$ cat src/rtl/mac_pkg.sv
// mac_pkg: shared FSM state type, counter-width and saturation-limit helpers for the MAC path.
package mac_pkg;
  typedef enum logic [1:0] {ACC, DRAIN, DONE} state_e;
  function automatic int cnt_w(int n);
    return $clog2(n + 1);
  endfunction
  function automatic longint sat_max(int w);
    return (64'sd1 <<< (w - 1)) - 64'sd1;
  endfunction
  function automatic longint sat_min(int w);
    return -(64'sd1 <<< (w - 1));
  endfunction
endpackage

$ cat src/rtl/mac_mult.sv
// mac_mult: registered unsigned-activation x signed-weight product stage.
module mac_mult #(
  parameter int bw = 4
) (
  input  logic                   clk,
  input  logic                   reset_n,
  input  logic                   load_i,
  input  logic [bw-1:0]          a_i,
  input  logic [bw-1:0]          b_i,
  output logic signed [2*bw-1:0] prod_o,
  output logic                   valid_o
);
  logic signed [2*bw-1:0] a_x, b_x, prod_d;
  assign a_x = {{bw{1'b0}}, a_i};
  assign b_x = {{bw{b_i[bw-1]}}, b_i};
  // The true product always fits in 2*bw signed bits, so truncation is exact.
  assign prod_d = a_x * b_x;
  always_ff @(posedge clk or negedge reset_n) begin
    if (!reset_n) begin
      prod_o  <= '0;
      valid_o <= 1'b0;
    end else begin
      valid_o <= load_i;
      if (load_i) prod_o <= prod_d;
    end
  end
endmodule

$ cat src/rtl/mac_stream_acc.sv
// mac_stream_acc: streaming dot-product accumulator; define MAC_SAT_EN for saturating adds (default wraps).
module mac_stream_acc
  import mac_pkg::*;
#(
  parameter int bw      = 4,
  parameter int psum_bw = 16,
  parameter int len     = 10
) (
  input  logic               clk,
  input  logic               reset_n,
  input  logic               in_valid,
  output logic               in_ready,
  input  logic [bw-1:0]      a,
  input  logic [bw-1:0]      b,
  output logic               out_valid,
  input  logic               out_ready,
  output logic [psum_bw-1:0] out,
  output logic               busy
);
  localparam int CW = cnt_w(len);
  state_e                     state_q;
  logic [CW-1:0]              count_q;
  logic signed [psum_bw-1:0]  acc_q, acc_d, prod_ext, sum;
  logic signed [2*bw-1:0]     prod;
  logic                       prod_vld, take;
  assign in_ready  = state_q == ACC;
  assign out_valid = state_q == DONE;
  assign busy      = state_q != ACC || count_q != '0;
  assign out       = acc_q;
  assign take      = in_valid && in_ready;
  mac_mult #(.bw(bw)) u_mult (
    .clk     (clk),
    .reset_n (reset_n),
    .load_i  (take),
    .a_i     (a),
    .b_i     (b),
    .prod_o  (prod),
    .valid_o (prod_vld)
  );
  assign prod_ext = psum_bw'(prod);
  assign sum      = acc_q + prod_ext;
`ifdef MAC_SAT_EN
  logic ovf;
  // Overflow only when both addends share a sign that the sum lost.
  assign ovf   = acc_q[psum_bw-1] == prod_ext[psum_bw-1] && sum[psum_bw-1] != acc_q[psum_bw-1];
  assign acc_d = !ovf ? sum :
                 acc_q[psum_bw-1] ? psum_bw'(sat_min(psum_bw)) : psum_bw'(sat_max(psum_bw));
`else
  assign acc_d = sum;
`endif
  always_ff @(posedge clk or negedge reset_n) begin
    if (!reset_n) begin
      state_q <= ACC;
      count_q <= '0;
      acc_q   <= '0;
    end else begin
      if (prod_vld) acc_q <= acc_d;
      case (state_q)
        ACC: if (take) begin
          count_q <= count_q + 1'b1;
          if (count_q == CW'(len - 1)) state_q <= DRAIN;
        end
        DRAIN: state_q <= DONE;
        DONE: if (out_ready) begin
          acc_q   <= '0;
          count_q <= '0;
          state_q <= ACC;
        end
        default: state_q <= ACC;
      endcase
    end
  end
endmodule

$ cat config.mk
export PLATFORM = sky130hd
export DESIGN_NAME = mac_stream_acc
export DESIGN_NICKNAME = d
export VERILOG_FILES = /design/src/rtl/mac_pkg.sv /design/src/rtl/mac_mult.sv /design/src/rtl/mac_stream_acc.sv
export SDC_FILE = /design/constraint.sdc
export NUM_CORES = 1
export LEC_CHECK = 0
export BUFFER_PORTS_ARGS = -buffer_cell sky130_fd_sc_hd__buf_2
export CORE_ASPECT_RATIO = 1.5
export CORE_MARGIN = 8
export CORE_UTILIZATION = 45
export CTS_CLUSTER_DIAMETER = 200
export DETAILED_ROUTE_END_ITERATION = 16
export PLACE_DENSITY = 0.69
export SLEW_MARGIN = 20
export SYNTH_ARGS = -nofsm -noshare
export SYNTH_HDL_FRONTEND = slang
export SYNTH_SLANG_ARGS = --single-unit
$ cat constraint.sdc
create_clock -name clk -period 5.7 [get_ports clk]
set_input_delay 0.57 -clock clk [delete_from_list [all_inputs] [get_ports clk]]
set_output_delay 0.57 -clock clk [all_outputs]
set_load 0.05 [all_outputs]
==> results of run 1 <==
==> worst max-delay path, delay by kind of cell <==
family / cells / cell delay (ns)
adder cells (fa/ha/maj): 5 / 2.10
buffers and inverters: 4 / 0.29
AO/OA/AOI/OAI: 3 / 0.26
AND/OR/NAND/NOR: 1 / 0.17
XOR/XNOR: 1 / 0.17
==> kinds of logic (layout without fill, tap and decap cells) <==
kind of cell | Yosys count | count (layout) | share of synthesized area
AND/OR/NAND/NOR | 108 | 108 | 0.225
AO/OA/AOI/OAI | 58 | 58 | 0.146
flip-flops | 31 | 31 | 0.304
XOR/XNOR | 13 | 13 | 0.0446
multiplexers | 8 | 8 | 0.0323
buffers and inverters | 25 | 57 | 0.0397
adder cells (fa/ha/maj) | 39 | 39 | 0.209
==> cell type report <==
| class | instances | area (µm²) | share of cell area |
|---|---|---|---|
| sequential | 31 | 776 | 0.271 |
| multi-input combinational | 226 | 1680 | 0.586 |
| inverter | 19 | 71.3 | 0.0249 |
| clock buffer | 8 | 100 | 0.0350 |
| tap | 70 | 87.6 | 0.0306 |
| timing repair buffer | 30 | 150 | 0.0525 |
==> synth_stat cells (3+ instances only) <==
| master | number | area (µm²) |
|---|---|---|
| fa_1 | 6 | 120 |
| nand3_1 | 14 | 70.1 |
| and2_1 | 8 | 50.1 |
| nor3_1 | 6 | 30.0 |
| inv_1 | 18 | 67.6 |
| a21o_1 | 9 | 67.6 |
| nor2b_1 | 5 | 31.3 |
| xnor2_1 | 7 | 61.3 |
| nand2_1 | 30 | 113 |
| ha_1 | 33 | 413 |
| or3_1 | 3 | 18.8 |
| dfrtp_1 | 31 | 776 |
| clkbuf_1 | 4 | 15.0 |
| a21oi_1 | 14 | 70.1 |
| nand2b_1 | 3 | 18.8 |
| xor2_1 | 6 | 52.6 |
| mux2i_1 | 6 | 60.1 |
| nor2_1 | 18 | 67.6 |
| o21ai_0 | 14 | 70.1 |
| nand4b_1 | 5 | 43.8 |
| o31ai_1 | 3 | 22.5 |
==> sequential cells by signal, summed over array words and instances (netlist names) <==
name            count
out                16
u_mult.prod_o       8
count_q             4
state_q             2
u_mult.valid_o      1
==> routing by layer <==
metal / share of wire / wire [µm] / up-vias
met5: 0 / 0 / -
met4: 0.027 / 148 / 0
met1: 0.38 / 2100 / 1023
li1: - / - / 1064
met3: 0.030 / 169 / 13
met2: 0.56 / 3130 / 31
==> worst max path at each step <==
stage	to	slack [ns]
2_1_floorplan	u_mult.prod_o[7]$_DFFE_PN0P_	2.26
3_3_place_gp	u_mult.prod_o[7]$_DFFE_PN0P_	2.07
3_5_place_dp	u_mult.prod_o[7]$_DFFE_PN0P_	1.98
4_1_cts	u_mult.prod_o[7]$_DFFE_PN0P_	2.29
5_1_grt	u_mult.prod_o[7]$_DFFE_PN0P_	2.10
6_report	u_mult.prod_o[7]$_DFFE_PN0P_	2.30
==> stage by stage <==
| step | power [W] | util | setup slack (ns) |
|---|---|---|---|
| 2_1_floorplan | 0.00132 | - | 2.26 |
| 3_3_place_gp | 0.00153 | 0.503 | 2.07 |
| 3_5_place_dp | 0.00157 | 0.503 | 1.98 |
| 4_1_cts | 0.00177 | 0.521 | 2.29 |
| 5_1_grt | 0.00191 | 0.521 | 2.10 |
| 6_report | 0.00175 | 0.521 | 2.30 |
==> where the power goes <==
group | switching, W | total (W) | internal, W | leakage (nW)
Clock | 0.0000849 | 0.000195 | 0.000110 | 0.0515
Combinational | 0.000707 | 0.00113 | 0.000424 | 1.03
Sequential | 0.000102 | 0.000424 | 0.000322 | 0.377
==> metrics.txt, run 1 <==
status finished, final reports clean; RePlAce Congestion 0.849; post-route ant nets 0; io pins 31; most used flip-flop cell after synthesis dfrtp_1; worst hold slack 0.329 ns; pwr dens 611 mW/mm²; Area Growth Syn to Fin 12.1%; Routed wire per std cell 14.5 µm; Port Buffers 30; Mapped Cells 282; Tot GR Track Use 0.143; CP max stage cell fa_1; placed cell area 0.00276 mm²; Worst EP required 5.85 ns; Worst Skew 0.00824 ns; drt first-iter violations 80; Clk pin slew, worst setup/hold paths 0.07 ns; max-cap viol count 0; syn_nets 333; peak supply drop 0.189 mV; share of cells above drive strength 1 0.153; Seq/Total Area, Yosys 0.304; commonest non-fill, non-tap cells in the layout 33 x ha_1, 31 x dfrtp_1, 30 x nand2_1, 30 x buf_2; Setup CP Type primary input to register; CP endpoint kind register; Max Fclk 0.294 GHz; Die ar. 0.00839 mm²; clk_lat worst skew 0.29 ns; Max Fanout on Critical Path 4; met2 Usage GRT 0.282; cts hold-fix bufs 0; root buf cell clkbuf_8; Leak Pwr 1.46 nW; vias in the first global route 2315; most common cell after layout, fill and taps aside ha_1; FFs w/ async S/R, synth 1.00; nets 364; Top cell by count, worst path fa_1; ANT cells 0; post-route minimum period 3.40 ns; clk buf depth 2; Fill cells 550; final period utilization 0.597; Reg2Reg Setup Slack 3.16 ns; Mean Syn Cell Area 9.06 µm²; max incr delay on CP 0.54 ns; die extent in y 108 µm; Slew @ Worst Pin 0.833 ns; dpl cells 376; largest net degree at the start of global routing 32; TritonCTS Buffers 5; vias per inst 5.55; number of synthesized flops with an enable pin 0; hold crit path type primary input to asynchronous set/reset pin; DRC 0; Startpoint Class primary input; design area 0.00286 mm²; CTS Sinks 31; met3 usage 0.0266; first-pass detailed-route iteration total 4; R2R Path Start u_mult.valid_o$_DFF_PN0_; met1 usage 0.131; RSZ-0062 raised after global routing no; worst rel slew slack 0.445; CORE AREA 0.00549 mm²; reg2reg path depth 5; TritonCTS clock tree built; synthesis-stage register bit count 31; Worst Path Arrival 3.56 ns; Slew Viols, Final 0; Reg-to-Reg End out[15]$_DFF_PN0_; Critical Path Start a[0]; # rows 33; Post-CTS Setup Inserts 0; GR peak layer met2; Routed WL 5550 µm; Initial Util 0.465; Finished Layout Cells 384; Post-CTS Resized 0; routed via count 2131; DPL Wire Length 4340 µm; initial antenna violation count 0; synth warn 0; DIE WIDTH 77.5 µm; Final Hold Fails 0; GRT overflow 0; first-pass GRT wire length 9870 µm; critical-path cell list buf_2 -> nand2b_1 -> fa_1 -> fa_1 -> inv_1 -> fa_1 -> ha_1 -> inv_1 -> fa_1 -> inv_1 -> a21o_1 -> a21oi_1 -> xnor2_1 -> o21ai_0; CTS H-tree depth 2; Synth cell types 51; final setup fails 0; Mapped Area 0.00255 mm²; Setup TNS Final 0 ns
Power figures use the tool's default switching activity.
==> inputs of run 2 (changes only) <==
==> constraint.sdc (replaced) <==
create_clock -name clk -period 3.4 [get_ports clk]
set_input_delay 0.34 -clock clk [delete_from_list [all_inputs] [get_ports clk]]
set_output_delay 0.34 -clock clk [all_outputs]
set_load 0.05 [all_outputs]
==> metrics.txt, run 2 (synthesis gave the netlist of run 1 again) <==
Top cell by count, worst path fa_1; clk buf depth 2 (unchanged); max-cap viol count 0 (unchanged); CP max stage cell fa_1; max incr delay on CP 0.54 ns (about the same); Leak Pwr 1.47 nW (+0.98%); first-pass GRT wire length 9420 µm (-4.6%); max FFs per register 16 (unchanged); vias per inst 5.40 (-2.8%); vias in the first global route 2184 (-5.7%); CTS Sinks 31 (unchanged); CP endpoint kind register; Die ar. 0.00839 mm² (unchanged); Critical Path Start a[0]; RePlAce Congestion 0.839 (-1.1%); largest net degree at the start of global routing 32 (unchanged); CTS H-tree depth 2 (unchanged); Max Fanout on Critical Path 2 (-2); Clk pin slew, worst setup/hold paths 0.08 ns (about the same); # rows 33 (unchanged); DRC 0 (unchanged); reg2reg path depth 7 (+2); critical-path cell list buf_2 -> nand2b_1 -> fa_1 -> fa_1 -> inv_1 -> fa_1 -> ha_1 -> inv_1 -> fa_1 -> inv_1 -> a21o_1 -> a21oi_1 -> xnor2_1 -> o21ai_0; Slew Viols, Final 0 (unchanged); Post-CTS Resized 0 (unchanged); cts hold-fix bufs 0 (unchanged); Port Buffers 30 (unchanged); hold crit path type primary input to asynchronous set/reset pin; root buf cell clkbuf_8; final period utilization 0.917; first-pass detailed-route iteration total 4 (unchanged); Crit path buffers/inverters 4 (unchanged); Finished Layout Cells 387 (+0.78%); final setup fails 0 (unchanged); Worst Path Arrival 3.27 ns (-0.29 ns); dpl cells 380 (+1.1%); Max Fclk 0.321 GHz; Reg-to-Reg End out[15]$_DFF_PN0_; Routed wire per std cell 13.9 µm (-4.0%); drt first-iter violations 119 (+49%); worst hold slack 0.0846 ns (-0.245 ns); routed via count 2088 (-2.0%); critical path endpoint u_mult.prod_o[7]$_DFFE_PN0P_; clk_lat worst skew 0.29 ns (about the same); die extent in y 108 µm (unchanged); CORE AREA 0.00549 mm² (unchanged); post-route minimum period 3.12 ns; placed cell area 0.00279 mm² (+1.1%); DIE WIDTH 77.5 µm (unchanged); share of cells above drive strength 1 0.164 (+0.0112); TritonCTS Buffers 5 (unchanged); Worst EP required 3.55 ns (-2.30 ns); GRT overflow 0 (unchanged); Reg2Reg Setup Slack 0.95 ns (-2.21 ns); Worst Skew 0.0130 ns (+0.00478 ns); Tot GR Track Use 0.135 (-0.00746); most common cell after layout, fill and taps aside ha_1; io pins 31 (unchanged); nets 368 (+1.1%); initial antenna violation count 0 (unchanged); TritonCTS clock tree built; post-route ant nets 0 (unchanged); final core utilization 0.524 (+0.00319); Routed WL 5370 µm (-3.3%); Slew @ Worst Pin 0.782 ns (-0.0514 ns); ANT cells 0 (unchanged); Crit path depth 14 (unchanged); R2R Path Start u_mult.prod_o[7]$_DFFE_PN0P_; pwr dens 1010 mW/mm² (+65%); Post-CTS Setup Inserts 0 (unchanged); Initial Util 0.465 (unchanged); worst rel slew slack 0.479 (+0.0343); Setup CP Type primary input to register; peak supply drop 0.276 mV (+46%); Crit path max-delay family adder cells; commonest non-fill, non-tap cells in the layout 33 x ha_1, 31 x dfrtp_1, 30 x nand2_1, 30 x buf_2; DPL Wire Length 4110 µm (-5.3%); Final Hold Fails 0 (unchanged); design area 0.00288 mm² (+0.61%); Startpoint Class primary input; status finished, final reports clean; RSZ-0062 raised after global routing no; Area Growth Syn to Fin 12.7%
## run 2: per-stage QoR
stage / worst slack [ns] / TNS, ns / total power, W
after floorplan: 0.194 / 0 / 0.00222
after global placement: 0.0269 / 0 / 0.00258
after detailed placement: -0.0430 / -0.0430 / 0.00262
after CTS: 0.257 / 0 / 0.00293
after global routing: 0.0877 / 0 / 0.00317
final: 0.283 / 0 / 0.00291
## run 2: worst min-delay path by stage
stage	endpoint	slack (ns)
after CTS	out[8]$_DFF_PN0_	0.13
final	out[10]$_DFF_PN0_	0.08
after global placement	out[8]$_DFF_PN0_	0.43
after floorplan	count_q[0]$_DFFE_PN0P_	0.04
after detailed placement	out[8]$_DFF_PN0_	0.44
after global routing	out[8]$_DFF_PN0_	0.15
## run 2: cell type report
| cell class | count | area (µm²) |
|---|---|---|
| sequential | 31 | 776 |
| clock inverter | 1 | 5.00 |
| tap | 70 | 87.6 |
| inverter | 19 | 71.3 |
| fill | 529 | 2610 |
| clock buffer | 6 | 82.6 |
| multi-input combinational | 226 | 1680 |
| timing repair buffer | 34 | 180 |
## run 2: routing by layer
metal	part of all wire	GRT usage	up-vias	wire [µm]
li1	-	-	1066	-
met1	0.40	0.128	985	2130
met2	0.55	0.268	30	2980
met3	0.029	0.0241	7	158
met4	0.020	0.0691	0	105
met5	0	0	-	0
## run 2: power breakdown
group | switching [W] | total (W) | internal, W | leakage, nW
Combinational | 0.00119 | 0.00190 | 0.000716 | 1.05
Sequential | 0.000171 | 0.000711 | 0.000540 | 0.377
Clock | 0.000140 | 0.000299 | 0.000159 | 0.0470
Total | 0.00150 | 0.00291 | 0.00142 | 1.47
==> inputs of run 3 (changes only) <==
--- a/config.mk
+++ b/config.mk
@@ -15,4 +15,5 @@
 export SLEW_MARGIN = 20
 export SYNTH_ARGS = -nofsm -noshare
 export SYNTH_HDL_FRONTEND = slang
+export SYNTH_HIERARCHICAL = 1
 export SYNTH_SLANG_ARGS = --single-unit
==> metrics.txt, run 3 <==
status finished, final reports clean; Startpoint Class primary input; Clk pin slew, worst setup/hold paths 0.07 ns (about the same); worst hold slack 0.0969 ns (+0.0123 ns); TritonCTS clock tree built; Synth cell types 50 (-2.0%); CORE AREA 0.00545 mm² (-0.75%); FFs w/ async S/R, synth 1.00 (unchanged); Setup TNS Final 0 ns (unchanged); first-pass GRT wire length 9250 µm (-1.8%); Finished Layout Cells 374 (-3.4%); Post-CTS Resized 0 (unchanged); CTS Sinks 31 (unchanged); dpl cells 367 (-3.4%); RePlAce Congestion 0.839 (about the same); post-synth top area cell dfrtp_1; most common cell after layout, fill and taps aside ha_1; drt first-iter violations 83 (-30%); Max Fanout on Critical Path 2 (unchanged); synthesis-stage register bit count 31 (unchanged); largest cells by area after synthesis dfrtp_1 31%, ha_1 16%, fa_1 4.7%; first-pass detailed-route iteration total 4 (unchanged); Routed wire per std cell 13.9 µm (-0.11%); routed via count 2016 (-3.4%); Area Growth Syn to Fin 14.8%; Port Buffers 30 (unchanged); Post-CTS Setup Inserts 0 (unchanged); Worst Skew 0.00738 ns (-0.00563 ns); DR top layer met4; Initial Util 0.464 (-0.000839); DPL Wire Length 3990 µm (-2.8%); max-cap viol count 0 (unchanged); final setup fails 0 (unchanged); largest net degree at the start of global routing 32 (unchanged); Max Fclk 0.306 GHz (-4.6%); hold crit path type primary input to asynchronous set/reset pin; final core utilization 0.533 (+0.00879); clk buf depth 2 (unchanged); die extent in y 108 µm (-0.40%); Tot GR Track Use 0.134 (-0.00140); syn_nets 316 (-5.1%); cts hold-fix bufs 0 (unchanged); Met2 Wirelength 2750 µm (-7.5%); peak supply drop 0.298 mV (+7.7%); TritonCTS Buffers 5 (unchanged); Die ar. 0.00833 mm² (-0.77%); Worst Path Arrival 3.44 ns (+0.17 ns); GRT overflow 0 (unchanged); commonest non-fill, non-tap cells in the layout 33 x ha_1, 31 x dfrtp_1, 30 x buf_2, 21 x nor2_1, 21 x a21oi_1; final period utilization 0.961 (+0.0438); post-route minimum period 3.27 ns (+0.149 ns); Mean Syn Cell Area 9.55 µm² (+5.4%); Power, Total 0.00309 W (+6.2%); Worst EP required 3.57 ns (+0.02 ns); worst rel slew slack 0.534 (+0.0548); CP endpoint kind register; pwr dens 1060 mW/mm² (+5.2%); Slew Viols, Final 0 (unchanged); CTS H-tree depth 2 (unchanged); Synth top area share 0.307 (+0.00285); Leak Pwr 1.41 nW (-4.1%); most frequent cell after synthesis ha_1; WL met3 210 µm (+33%); Mapped Cells 265 (-6.0%); Slew @ Worst Pin 0.700 ns (-0.0822 ns); root buf cell clkbuf_8; number of synthesized flops with an enable pin 0 (unchanged); Mapped Area 0.00253 mm² (-0.93%); post-route ant nets 0 (unchanged); # rows 33 (unchanged); Commonest cells post-synth 33 x ha_1, 31 x dfrtp_1, 22 x a21oi_1; DIE WIDTH 77.2 µm (-0.37%); Seq/Total Area, Yosys 0.307 (+0.00285); Final Hold Fails 0 (unchanged); max FFs per register 16 (unchanged); synth warn 6 (+6); DRC 0 (unchanged); io pins 31 (unchanged); ANT cells 0 (unchanged); initial antenna violation count 0 (unchanged); vias per inst 5.39 (about the same); Routed WL 5190 µm (-3.5%); Metal-1 WL 2120 µm (-0.70%); Setup CP Type primary input to register; nets 355 (-3.5%); share of cells above drive strength 1 0.214 (+0.0498); vias in the first global route 2120 (-2.9%); most used flip-flop cell after synthesis dfrtp_1; clk_lat worst skew 0.29 ns (about the same)
run 3: cell types whose count changed in the layout (fill, tap and decap cells not counted), sizes merged, moves of 3 or more:
cell / delta
or3: -4
nor2: +3
nand4b: -5
and2: -3
nand3: -5
xnor2: +4
mux2i: +3
nand2: -15
mux2: +5
a21oi: +8
buf: +4
o21ai: -3
a21o: -6
run 3: layer usage:
layer	up-vias	GRT usage
met2	32	0.250
met4	0	0.0556
li1	1020	-
met1	956	0.138
met5	-	0
met3	8	0.0326
run 3: area by class of cell:
class,instances,area (µm²)
flip-flops and latches,31,776
clock buffers,6,82.6
clock inverters,1,5.00
inverters,19,71.3
repair buffers,38,210
fillers,520,2540
multi-input cells,209,1670
well taps,70,87.6
run 3: cell families (layout without fill, tap and decap cells):
logic type	after synthesis	after routing	share of synthesized area
flip-flops	31	31	0.307
buffers and inverters	25	64	0.0376
AND/OR/NAND/NOR	80	80	0.170
XOR/XNOR	16	16	0.0554
adder cells (fa/ha/maj)	39	39	0.211
multiplexers	16	16	0.0682
AO/OA/AOI/OAI	58	58	0.151
run 3: worst paths after layout:
path | slack (ns) | end | from | depth (start not counted)
max in group asynchronous | 2.85 | out[1]$_DFF_PN0_ | reset_n | 1
setup reg to reg | 1.05 | out[12]$_DFF_PN0_ | u_mult/prod_o[7]$_DFFE_PN0P_ | 7
setup / recovery | 0.13 | u_mult/prod_o[7]$_DFFE_PN0P_ | a[0] | 13
hold / removal | 0.1 | out[10]$_DFF_PN0_ | reset_n | 1
min in group clk | 0.33 | state_q[0]$_DFFE_PN0P_ | in_valid | 3
hold reg to reg | 0.51 | state_q[0]$_DFFE_PN0P_ | count_q[2]$_DFFE_PN0P_ | 1
run 3: stage by stage:
step / setup WS [ns] / cell area (µm²)
2_1_floorplan: 0.00345 / 2530
3_5_place_dp: -0.195 / 2810
5_1_grt: -0.00346 / 2910
6_report: 0.134 / 2910
4_1_cts: 0.103 / 2900
3_3_place_gp: -0.139 / 2810
run 3: power breakdown:
group          switching (W)  leakage [nW]  internal (W)  total (W)
logic                0.00129         0.998      0.000799    0.00209
registers           0.000160         0.368      0.000545   0.000705
clock network       0.000137        0.0470      0.000159   0.000295
run 3: critical path: stages:
cell and delay (ns):
buf_2 0.11, or2b_1 0.24, fa_1 0.49, fa_1 0.54, inv_1 0.05, fa_1 0.50, ha_1 0.16, inv_1 0.05
fa_2 0.34, nand2b_4 0.15, a21oi_2 0.14, xnor2_1 0.07, mux2_4 0.25
